==> src/rtl/spi_pkg.sv <==
// Shared SPI link constants: default word size, synchronizer depth, FSM state encoding.
package spi_pkg;

    // Default word length, shared with the SPI bus master.
    localparam int unsigned SPI_BUS_WIDTH = 8;

    // Number of flops in each pin synchronizer.
    localparam int unsigned SYNC_STAGES = 2;

    // Responder FSM states.
    typedef logic [0:0] spi_state_t;
    localparam spi_state_t IDLE   = 1'b0;
    localparam spi_state_t ACTIVE = 1'b1;

endpackage

==> src/rtl/spi_sync.sv <==
// N-stage pin synchronizer with registered rise/fall detection.
// q is delayed one flop past the synchronizer so that it lines up with the
// sample that produced rise/fall, keeping data and clock pins aligned.
// STAGES must be at least 2.
module spi_sync #(
    parameter int unsigned STAGES = 2
) (
    input  logic clk,
    input  logic rst,
    input  logic d,
    output logic q,
    output logic rise,
    output logic fall
);

    logic [STAGES-1:0] sync;
    logic              prev;

    // Synchronizer chain, edge-detect history flop and registered edge strobes.
    always_ff @(posedge clk) begin
        if (rst) begin
            sync <= '0;
            prev <= 1'b0;
            rise <= 1'b0;
            fall <= 1'b0;
        end else begin
            sync <= {sync[STAGES-2:0], d};
            prev <= sync[STAGES-1];
            rise <= sync[STAGES-1] & ~prev;
            fall <= ~sync[STAGES-1] & prev;
        end
    end

    assign q = prev;

endmodule

==> src/rtl/spi_slave.sv <==
// Mode-0, MSB-first SPI responder oversampled by the system clock.
// Returns d_out on SO and delivers each received word on d_in with rx_valid.
module spi_slave
    import spi_pkg::*;
#(
    parameter int unsigned BUS_WIDTH = spi_pkg::SPI_BUS_WIDTH
) (
    input  logic                 clk,
    input  logic                 rst,
    input  logic                 CS,
    input  logic                 SCLK,
    input  logic                 SI,
    output logic                 SO,
    input  logic [BUS_WIDTH-1:0] d_out,
    output logic [BUS_WIDTH-1:0] d_in,
    output logic                 rx_valid,
    output logic                 busy,
    output logic                 frame_err
);

    localparam int unsigned CNT_W = $clog2(BUS_WIDTH) + 1;

    logic cs_rise, cs_fall, sclk_rise, sclk_fall, si_q;
    logic cs_q_unused, sclk_q_unused, si_rise_unused, si_fall_unused;

    spi_sync #(.STAGES(SYNC_STAGES)) u_sync_cs (
        .clk(clk), .rst(rst), .d(CS),
        .q(cs_q_unused), .rise(cs_rise), .fall(cs_fall)
    );

    spi_sync #(.STAGES(SYNC_STAGES)) u_sync_sclk (
        .clk(clk), .rst(rst), .d(SCLK),
        .q(sclk_q_unused), .rise(sclk_rise), .fall(sclk_fall)
    );

    spi_sync #(.STAGES(SYNC_STAGES)) u_sync_si (
        .clk(clk), .rst(rst), .d(SI),
        .q(si_q), .rise(si_rise_unused), .fall(si_fall_unused)
    );

    // The MSB is always on SO, so the tx register only holds the bits still to send;
    // the rx register holds the first BUS_WIDTH-1 bits, the last one comes straight from SI.
    spi_state_t           state, state_n;
    logic [CNT_W-1:0]     cnt, cnt_n, cnt_inc;
    logic [BUS_WIDTH-2:0] rx_shift, rx_n;
    logic [BUS_WIDTH-2:0] tx_shift, tx_n;
    logic [BUS_WIDTH-1:0] rx_word, d_in_n;
    logic                 so_n, rx_valid_n, busy_n, frame_err_n;
    logic                 word_seen, word_seen_n;

    // Next-state logic; CS events take priority over SCLK events.
    always_comb begin
        state_n     = state;
        cnt_n       = cnt;
        rx_n        = rx_shift;
        tx_n        = tx_shift;
        so_n        = SO;
        d_in_n      = d_in;
        rx_valid_n  = 1'b0;
        busy_n      = busy;
        frame_err_n = 1'b0;
        word_seen_n = word_seen;
        rx_word     = {rx_shift, si_q};
        cnt_inc     = cnt + CNT_W'(1);

        case (state)
            IDLE: begin
                so_n   = 1'b1;
                busy_n = 1'b0;
                if (cs_fall) begin
                    tx_n        = d_out[BUS_WIDTH-2:0];
                    so_n        = d_out[BUS_WIDTH-1];
                    cnt_n       = '0;
                    busy_n      = 1'b1;
                    word_seen_n = 1'b0;
                    state_n     = ACTIVE;
                end
            end
            ACTIVE: begin
                if (cs_rise) begin
                    // A partial word is dropped; d_in keeps the last full word.
                    state_n     = IDLE;
                    so_n        = 1'b1;
                    busy_n      = 1'b0;
                    cnt_n       = '0;
                    frame_err_n = (cnt != '0);
                end else if (sclk_rise) begin
                    rx_n = rx_word[BUS_WIDTH-2:0];
                    if (cnt_inc == CNT_W'(BUS_WIDTH)) begin
                        d_in_n      = rx_word;
                        rx_valid_n  = 1'b1;
                        cnt_n       = '0;
                        word_seen_n = 1'b1;
                    end else begin
                        cnt_n = cnt_inc;
                    end
                end else if (sclk_fall) begin
                    if (cnt != '0) begin
                        so_n = tx_shift[BUS_WIDTH-2];
                        tx_n = tx_shift << 1;
                    end else if (word_seen) begin
                        // Word boundary inside one frame: fetch the next word to return.
                        tx_n = d_out[BUS_WIDTH-2:0];
                        so_n = d_out[BUS_WIDTH-1];
                    end
                end
            end
            default: begin
                state_n = IDLE;
            end
        endcase
    end

    // State and output registers.
    always_ff @(posedge clk) begin
        if (rst) begin
            state     <= IDLE;
            cnt       <= '0;
            rx_shift  <= '0;
            tx_shift  <= '0;
            SO        <= 1'b1;
            d_in      <= '0;
            rx_valid  <= 1'b0;
            busy      <= 1'b0;
            frame_err <= 1'b0;
            word_seen <= 1'b0;
        end else begin
            state     <= state_n;
            cnt       <= cnt_n;
            rx_shift  <= rx_n;
            tx_shift  <= tx_n;
            SO        <= so_n;
            d_in      <= d_in_n;
            rx_valid  <= rx_valid_n;
            busy      <= busy_n;
            frame_err <= frame_err_n;
            word_seen <= word_seen_n;
        end
    end

endmodule
==> config.mk <==
export PLATFORM = sky130hd
export DESIGN_NAME = spi_slave
export DESIGN_NICKNAME = d
export VERILOG_FILES = /design/src/rtl/spi_pkg.sv /design/src/rtl/spi_sync.sv /design/src/rtl/spi_slave.sv
export SDC_FILE = /design/constraint.sdc
export NUM_CORES = 1
export LEC_CHECK = 0
export CAP_MARGIN = 20
export CORE_MARGIN = 1.5
export CORE_UTILIZATION = 50
export CTS_BUF_LIST = sky130_fd_sc_hd__clkbuf_4 sky130_fd_sc_hd__clkbuf_8 sky130_fd_sc_hd__clkbuf_16
export CTS_CLUSTER_SIZE = 25
export DETAILED_ROUTE_END_ITERATION = 6
export HOLD_SLACK_MARGIN = 0.05
export PLACE_DENSITY = 0.85
export SYNTH_ARGS = -nofsm -noshare
export SYNTH_HDL_FRONTEND = slang
export SYNTH_SLANG_ARGS = --single-unit
==> constraint.sdc <==
create_clock -name clk -period 2.4 [get_ports clk]
set_clock_uncertainty 0.15 [all_clocks]
set_input_delay 0.48 -clock clk [delete_from_list [all_inputs] [get_ports clk]]
set_output_delay 0.48 -clock clk [all_outputs]
set_load 0.005 [all_outputs]
==> flow_summary.yaml <==
finish:
  n_antenna_cell: 0
  final_common_cell: "dfxtp_1"
  fin_nets: 231
  drive_above_1_share: 0.09722
  fin_area_mm2: 0.002165
  layoutNonFillerInstCount: 262
  final_cell_mix: "dfxtp_1 (45), nand2_1 (24), clkdlybuf4s50_1 (24)"
  area_delta_synth_final_pct: 20.64
  nFillCells: 287
clock_tree:
  clockBufferDepth: 2
  cts_hold_buf: 0
  path_clk_slew_ns: 0.13
  clockRootBuffer: "clkbuf_4"
  cts_sinks: 45
  insertion_delay_ns: 0.36
  post_cts_resized: 0
  cts_tree: "yes"
  cts_buffers: 5
  ctsHtreeMaxLevel: 2
  post-cts-setup-buffers: 0
synth:
  ys_seq_area_frac: 0.5021
  ys_seq_elements: 45
  ys_warn_count: 0
  syn_avg_cell_area_um2: 9.493
  synth_nets: 205
  synthCells: 189
  syn-cell-area_mm2: 0.001794
  synth_cell_type_count: 30
sta:
  max_freq_mhz: 497.0
  min_period_ns: 2.012
  worst_pin_slew_ns: 0.5487
  hold_viol_final: 0
  hold_ws_ns: 0.2668
  setup_viol: 0
  finalMaxSlewViolations: 0
  rsz0062_at_grt: "false"
  fin_crit_sh: 0.8383
  tns_ns: 0
  slew_headroom: 0.6342
critical_path:
  rrSetupSlack_ns: 0.39
  r2r-start: "cnt[0]"
  worstPathRequired_ns: 2.48
  critPathKind: "reg -> reg"
  r2r_cells: 6
  arrival_ns: 2.09
  cp-start-kind: "register"
  reg2reg_to: "tx_shift[4]"
  cp-end-kind: "register"
  path_max_fanout: 13
die:
  pin_count: 25
  rows: 21
  core-area_mm2: 0.003390
  die_w_um: 62.91
  die_y_um: 62.91
  start_util: 0.5293
  die_area_mm2: 0.003957
grt:
  grt-ovfl-total: 0
  grt_pass1_wl_um: 5271
  grt_use_total: 0.1704
  grt_max_degree: 30
  grt_pass1_vias: 1206
  antenna_found_initial: 0
power:
  power.switching_uw: 262.2
  p_seq_frac: 0.592
  pwr_density_cell_mw_per_mm2: 595.1
  finalPower_mw: 1.288
  p_leak_nw: 0.7583
  peakVddDrop_uv: 408.4
  pwr-share-comb: 0.048
  swShare: 0.2035
  p_int_mw: 1.026
  p_clk_frac: 0.361
route:
  vias_per_cell: 5.019
  drcViolationCount: 0
  wire_per_inst_um: 11.18
  wirelength_um: 2928
  ant_nets: 0
  vias: 1315
  firstDrtPassIters: 4
  drt_iter0_markers: 49
placement:
  dpl.hpwl_um: 2084
  routabilityCongestion: 0.7400
  place_area_mm2: 0.002081
  placed_cells_incl_taps: 254
  io_buffers: 24
hold_path:
  whs_endpoint: "u_sync_sclk.rise"
  holdPathStages: 1
  hp-class: "reg -> reg"
  min_from: "u_sync_sclk.q"
job:
  drv_cap: 0
run_status:
  outcome: "complete, no violations"
[critical path, stage by stage (launching register included)]
cell      delay (ns)
dfxtp_1         0.38
inv_1           0.08
ha_1            0.16
or4b_1          0.46
a31o_1          0.38
nor2_1          0.21
a311oi_2        0.06
[cells by family after synthesis]
family | after synthesis | synth area share
buf+inv | 12 | 0.03138
fa+ha+maj | 3 | 0.02092
flops | 45 | 0.5021
simple gates | 89 | 0.2629
xor+xnor | 1 | 0.004882
compound gates | 31 | 0.1332
mux | 8 | 0.04463
[per-layer routing]
layer | share of wire | global-route usage | vias up
met5 | 0 | 0 | -
met4 | 0.023 | 0.08333 | 0
met3 | 0.037 | 0.05946 | 5
met2 | 0.45 | 0.2593 | 19
met1 | 0.49 | 0.2141 | 599
li1 | - | - | 692
[layout make-up]
cell class,instances,area (µm²),area share
tap,46,57.56,0.02659
clock buffer,6,45.04,0.02081
inverter,2,7.507,0.003468
sequential,45,900.9,0.4162
clock inverter,2,38.79,0.01792
multi-input combinational,132,837.1,0.3867
timing repair buffer,29,277.8,0.1283
[how the worst max path moves through the flow]
stage,from,endpoint,slack (ns)
6_report,cnt[0],tx_shift[4],0.39
2_1_floorplan,cnt[0],tx_shift[1],0.60
5_1_grt,cnt[0],tx_shift[5],0.25
4_1_cts,cnt[0],tx_shift[6],0.39
3_5_place_dp,cnt[0],tx_shift[4],0.42
3_3_place_gp,cnt[0],tx_shift[5],0.49
[registers in the layout (all words and copies together) (netlist names), 2 cells and up]
| signal | flops |
|---|---|
| u_sync_si.sync | 2 |
| cnt | 4 |
| u_sync_cs.sync | 2 |
| d_in | 8 |
| tx_shift | 7 |
| u_sync_sclk.sync | 2 |
| rx_shift | 7 |
[power groups by stage]
stage          Combinational [mW]  Sequential [mW]  Clock (mW)
6_report                   0.0612            0.762       0.465
2_1_floorplan              0.0340            0.778           0
3_5_place_dp               0.0618            0.779           0
5_1_grt                    0.0672            0.764       0.512
3_3_place_gp               0.0605            0.779           0
4_1_cts                    0.0619            0.762       0.482
[Yosys cell counts (all sizes together)]
| cell type | number | area (µm²) |
|---|---|---|
| nor3b | 4 | 30.03 |
| a31o | 1 | 8.760 |
| or2 | 1 | 6.260 |
| ha | 3 | 37.54 |
| o21a | 3 | 22.52 |
| inv | 2 | 7.510 |
| nor2 | 13 | 48.80 |
| nand3b | 2 | 15.01 |
| mux2i | 8 | 80.08 |
| xnor2 | 1 | 8.760 |
| o211ai | 1 | 7.510 |
| and2b | 1 | 8.760 |
| a311oi | 6 | 90.09 |
| o22ai | 1 | 6.260 |
| dfxtp | 45 | 900.9 |
| nand3 | 9 | 45.04 |
| clkbuf | 6 | 22.52 |
| buf | 4 | 26.27 |
| nand2b | 18 | 112.6 |
| and3b | 1 | 8.760 |
| nor2b | 14 | 87.58 |
| a221o | 1 | 10.01 |
| or3b | 1 | 8.760 |
| nand2 | 24 | 90.09 |
| a21oi | 14 | 70.07 |
| o21ai | 2 | 10.01 |
| or4b | 1 | 10.01 |
| a31oi | 1 | 6.260 |
| a22oi | 1 | 7.510 |
[metrics by stage]
step / utilization / setup WS [ns]
global placement: 0.6139 / 0.4895
floorplan: - / 0.5980
finish: 0.6386 / 0.3881
detailed placement: 0.6139 / 0.4193
CTS: 0.6386 / 0.3944
global route: 0.6386 / 0.2458
No activity file was read; power rests on OpenSTA's default activity.
==> patch 1: new RTL, config.mk and constraints unchanged <==
Remove the register `frame_err`: a continuous assignment takes its place, so the output `frame_err` follows one clock earlier.
--- a/src/rtl/spi_slave.sv
+++ b/src/rtl/spi_slave.sv
@@ -123,5 +123,4 @@
             rx_valid  <= 1'b0;
             busy      <= 1'b0;
-            frame_err <= 1'b0;
             word_seen <= 1'b0;
         end else begin
@@ -134,8 +133,9 @@
             rx_valid  <= rx_valid_n;
             busy      <= busy_n;
-            frame_err <= frame_err_n;
             word_seen <= word_seen_n;
         end
     end
 
+    assign frame_err = frame_err_n;
+
 endmodule
Formal check against the unedited RTL: not equivalent (a bounded check fails within 10 cycles, from zero or initial values and one cycle with rst high).
==> patch 1 against the original RTL <==
  * Maximum frequency shrank 13%
  * Sequential cell count shrank 1
  * Global-route usage grew 0.41 points
  * Setup slack lost 0.29 ns
  * Routed wire length grew 2.4%
  * Total power shrank 0.24%
  * Synthesized area shrank 4.8%
  * Design area shrank 2.6%
  * Cell count shrank 0.38%
  * Sequential share of layout area grew 0.40 points
==> patch 1: results (changes against the original RTL) <==
| Metric | Value |
|---|---|
| Status | finished clean |
| Global-route wire length before repair | 4.73 mm (-10%) |
| Clock-net power | 0.000487 W (+4.7%) |
| Number of violations reported at the end of detailed-routing iteration 0 | 52 (+6.1%) |
| Switching pwr | 0.000267 W (+1.8%) |
| Vias | 1313 (-0.15%) |
| Largest net degree at the start of global routing | 33 (+10%) |
| Metal3 WL | 123 µm (+14%) |
| Global-route track usage on met1 | 0.196 (-0.0180) |
| Crit path arrival time | 1.68 ns (-0.41 ns) |
| Worst IR Drop VDD | 0.492 mV (+21%) |
| Via count of the first global-routing pass | 1128 (-6.5%) |
| Fraction of layout cells with a size suffix above 1 | 0.107 (+0.00975) |
| Leakage component of the power | 0.775 nW (+2.2%) |
| Routed length on met1 | 1.33 mm (-7.7%) |
| HPWL after detailed placement | 1.92 mm (-8.0%) |
| Final RePlAce weighted congestion | 0.752 (+1.6%) |
| Top post-synthesis cells by area | dfxtp_1 (52%), nand2_1 (10%), mux2i_1 (5.3%), nor2b_1 (4.4%), a21oi_1 (4.1%) |
| Per-instance average area after synthesis | 9.18 µm² (-3.3%) |
| Count of nets after finishing | 230 (-0.43%) |
| Finished Layout Cells | 261 (-0.38%) |
| Max-slew headroom at the worst pin | 0.705 (+0.0713) |
| Count of unique library cells instantiated by Yosys | 37 (+23%) |
| WL met2 | 1.50 mm (+14%) |
| Met3 Track Usage GR | 0.0567 (-0.00274) |
| Post-DP Area | 1980 µm² (-4.8%) |
| Register area share after synthesis | 0.516 (+0.0137) |
| Wirelength, routed | 3.00 mm (+2.4%) |
| Power attributed to combinational cells | 0.0000528 W (-14%) |
| Overall fraction of global-route tracks in use | 0.175 (+0.00413) |
| Commonest cells in the netlist | nand2_1 (46), dfxtp_1 (44), a21oi_1 (14) |
| GR Layer Usage met2 | 0.304 (+0.0446) |
| Cell type of the slowest stage on the worst timing path | or3b_4 |
| Post-synthesis net count | 202 (-1.5%) |
| Worst-path maximum fanout | 2 (-11) |
-- patch 1: kinds of logic (layout without fill, tap and decap cells) --
kind of cell | after synthesis | count (layout) | synth area share
AO/OA/AOI/OAI | 30 | 30 | 0.126
XOR/XNOR | 1 | 1 | 0.00513
adder cells (fa/ha/maj) | 3 | 3 | 0.0220
buffers and inverters | 13 | 42 | 0.0366
flip-flops | 44 | 44 | 0.516
multiplexers | 9 | 9 | 0.0527
AND/OR/NAND/NOR | 86 | 86 | 0.242
-- patch 1: repair_timing --
| action | in CTS | in global routing |
|---|---|---|
| resized for setup | 5 | 3 |
| pin swaps | 0 | 1 |
| hold buffers | 0 | 0 |
| buffers inserted | 2 | 1 |
| setup endpoints to repair | 1 | 1 |
-- patch 1: metrics by stage --
step | total power (W) | setup WS [ns]
final | 0.00129 | 0.0946
after CTS | 0.00130 | 0.00177
after global placement | 0.000814 | 0.170
after detailed placement | 0.000815 | 0.155
after floorplan | 0.000787 | 0.604
after global routing | 0.00135 | 0.0222
-- patch 1: worst paths after layout --
| path | start | end | slack, ns | depth (start not counted) |
|---|---|---|---|---|
| max | cnt[0] | frame_err | 0.09 | 5 |
| max reg2reg | cnt[0] | tx_shift[1] | 0.49 | 7 |
| min reg2reg | u_sync_cs.q | u_sync_cs.rise | 0.26 | 1 |
| min | u_sync_cs.q | u_sync_cs.rise | 0.26 | 1 |
-- patch 1: cell type report --
| type | count | area (µm²) |
|---|---|---|
| fill | 280 | 1200 |
| sequential | 44 | 886 |
| multi-input combinational | 129 | 774 |
| timing repair buffer | 30 | 285 |
| tap | 46 | 57.6 |
| clock buffer | 6 | 51.3 |
| clock inverter | 2 | 38.8 |
| inverter | 4 | 15.0 |
==> patch 2: new RTL, same flow settings <==
Made on the original files. `SPI_BUS_WIDTH`: 8 -> 16.
--- a/src/rtl/spi_pkg.sv
+++ b/src/rtl/spi_pkg.sv
@@ -3,5 +3,5 @@
 
     // Default word length, shared with the SPI bus master.
-    localparam int unsigned SPI_BUS_WIDTH = 8;
+    localparam int unsigned SPI_BUS_WIDTH = 16;
 
     // Number of flops in each pin synchronizer.
Ports: changed (resized d_in and d_out); port bits go from 25 to 41. The function was not compared with the original's and may differ.
==> patch 2 against the original RTL <==
  * Routed wire length up 100%
  * Setup slack got worse by 0.19 ns
  * Global-route usage is 4.3 points higher
  * Highest routed layer unchanged
  * Design area increased by 57%
  * Count of clock-buffer cells in the layout up 5
  * Cell count up 62%
  * Largest cell class unchanged
  * Total power grew 66%
  * Synthesized area grew 54%
  * Sequential cell count rose by 25
==> patch 2: results (changes against the original RTL) <==
| Metric | Value |
|---|---|
| Count of nets after finishing | 373 (+61%) |
| Tot Pwr | 0.00214 W (+66%) |
| Post-synthesis net count | 339 (+65%) |
| Clock transition at the register clock pins on the worst setup and hold paths after CTS | 0.07 ns (-0.06 ns) |
| Biggest registers after layout | d_in (16), rx_shift (15), tx_shift (15) |
| Skew-Pair Late Insertion Delay | 0.35 ns |
| Number of violations reported at the end of detailed-routing iteration 0 | 289 (+490%) |
| Complex-gate fraction of the synthesized area | 0.201 (+0.0674) |
| Worst-path maximum fanout | 14 (+1) |
| Share of synthesized area spent on multiplexers | 0 (-0.0446) |
| Tightest Pin Transition | 0.745 ns (+0.197 ns) |
| Xor/xnor cell area share of the yosys netlist | 0 (-0.00488) |
| Fraction of layout cells with a size suffix above 1 | 0.0986 (+0.00137) |
| Via count of the first global-routing pass | 2246 (+86%) |
| HPWL after detailed placement | 3.71 mm (+78%) |
| Status | finished clean |
| Post-DP Area | 3200 µm² (+54%) |
| Leakage component of the power | 1.16 nW (+53%) |
| Wirelength, routed | 5.99 mm (+100%) |
| Count of unique library cells instantiated by Yosys | 39 (+30%) |
| Endpoint of the worst hold path | u_sync_cs.fall |
| DP Worst Slack | 0.246 ns (-0.173 ns) |
| Top post-synthesis cells by area | dfxtp_1 (51%), a21oi_1 (7.0%), nand2_1 (6.2%), nand3_1 (5.6%), a311oi_1 (4.7%) |
| Worst IR Drop VDD | 0.422 mV (+3.4%) |
| Number of buffers created by CTS | 9 (+4) |
| Inst Count DP | 408 (+61%) |
| Global-route track usage on met1 | 0.280 (+0.0663) |
| Register area share after synthesis | 0.506 (+0.00401) |
| Met3 Track Usage GR | 0.0459 (-0.0136) |
| HP Start | u_sync_cs.sync[1] |
| WL met2 | 2.83 mm (+120%) |
| Internal portion of total power | 0.00165 W (+61%) |
| Crit path arrival time | 2.24 ns (+0.15 ns) |
| Global-route wire length before repair | 10.2 mm (+94%) |
| Router iterations before antenna repair | 7 (+3) |
| Largest net degree at the start of global routing | 41 (+37%) |
| Root Driver | clkbuf_8 |
| Routed length on met1 | 2.66 mm (+84%) |
| Metal3 WL | 371 µm (+240%) |
| Final RePlAce weighted congestion | 0.882 (+19%) |
| Seq. pwr | 0.00118 W (+55%) |
| Minimum hold slack | 0.265 ns (-0.00223 ns) |
| Area share of fa/ha/maj cells after synthesis | 0.00904 (-0.0119) |
| Per-instance average area after synthesis | 8.76 µm² (-7.7%) |
| H-tree levels | 3 (+1) |
| Vias | 2423 (+84%) |
| Routed via count divided by cell count | 5.70 (+14%) |
| Share of total power in combinational logic | 0.041 (-0.007) |
| Initial antenna violation count | 0 (unchanged) |
| Capture instance of the worst register-to-register path | tx_shift[14] |
| Worst min path class | flip-flop to flip-flop |
| Commonest cells in the netlist | dfxtp_1 (70), nand2_1 (46), a21oi_1 (39) |
| GR Layer Usage met2 | 0.320 (+0.0609) |
| Overall fraction of global-route tracks in use | 0.214 (+0.0433) |
| Register-to-Register Setup Slack | 0.20 ns (-0.19 ns) |
| Portion of the clock cycle consumed by the worst path in the final layout | 0.916 (+0.0774) |
patch 2: cell types whose count changed in the layout (fill, tap and decap cells not counted), sizes merged, moves of 8 or more:
| cell | change |
|---|---|
| mux2i | -8 |
| nor3 | +17 |
| a21oi | +26 |
| nand2 | +23 |
| nand2b | -15 |
| o21ai | +19 |
| nand3 | +22 |
| nor2 | -10 |
| clkdlybuf4s50 | +15 |
| dfxtp | +25 |
| a311oi | +9 |
patch 2: layout make-up:
type	count	area [µm²]
well taps	70	87.6
fillers	426	1850
clock buffers	11	151
repair buffers	49	475
multi-input cells	217	1230
inverters	3	11.3
clock inverters	5	33.8
flip-flops and latches	70	1400
patch 2: logic make-up after synthesis:
group,Yosys count
fa+ha+maj,2
simple gates,127
buf+inv,29
compound gates,88
flops,70
patch 2: worst max-delay path, stage by stage, from the launching register on:
cell and delay, ns:
dfxtp_1 0.47, inv_1 0.08, ha_1 0.19, or4b_1 0.30, o21ai_2 0.10, o21ai_2 0.54
a311oi_1 0.20
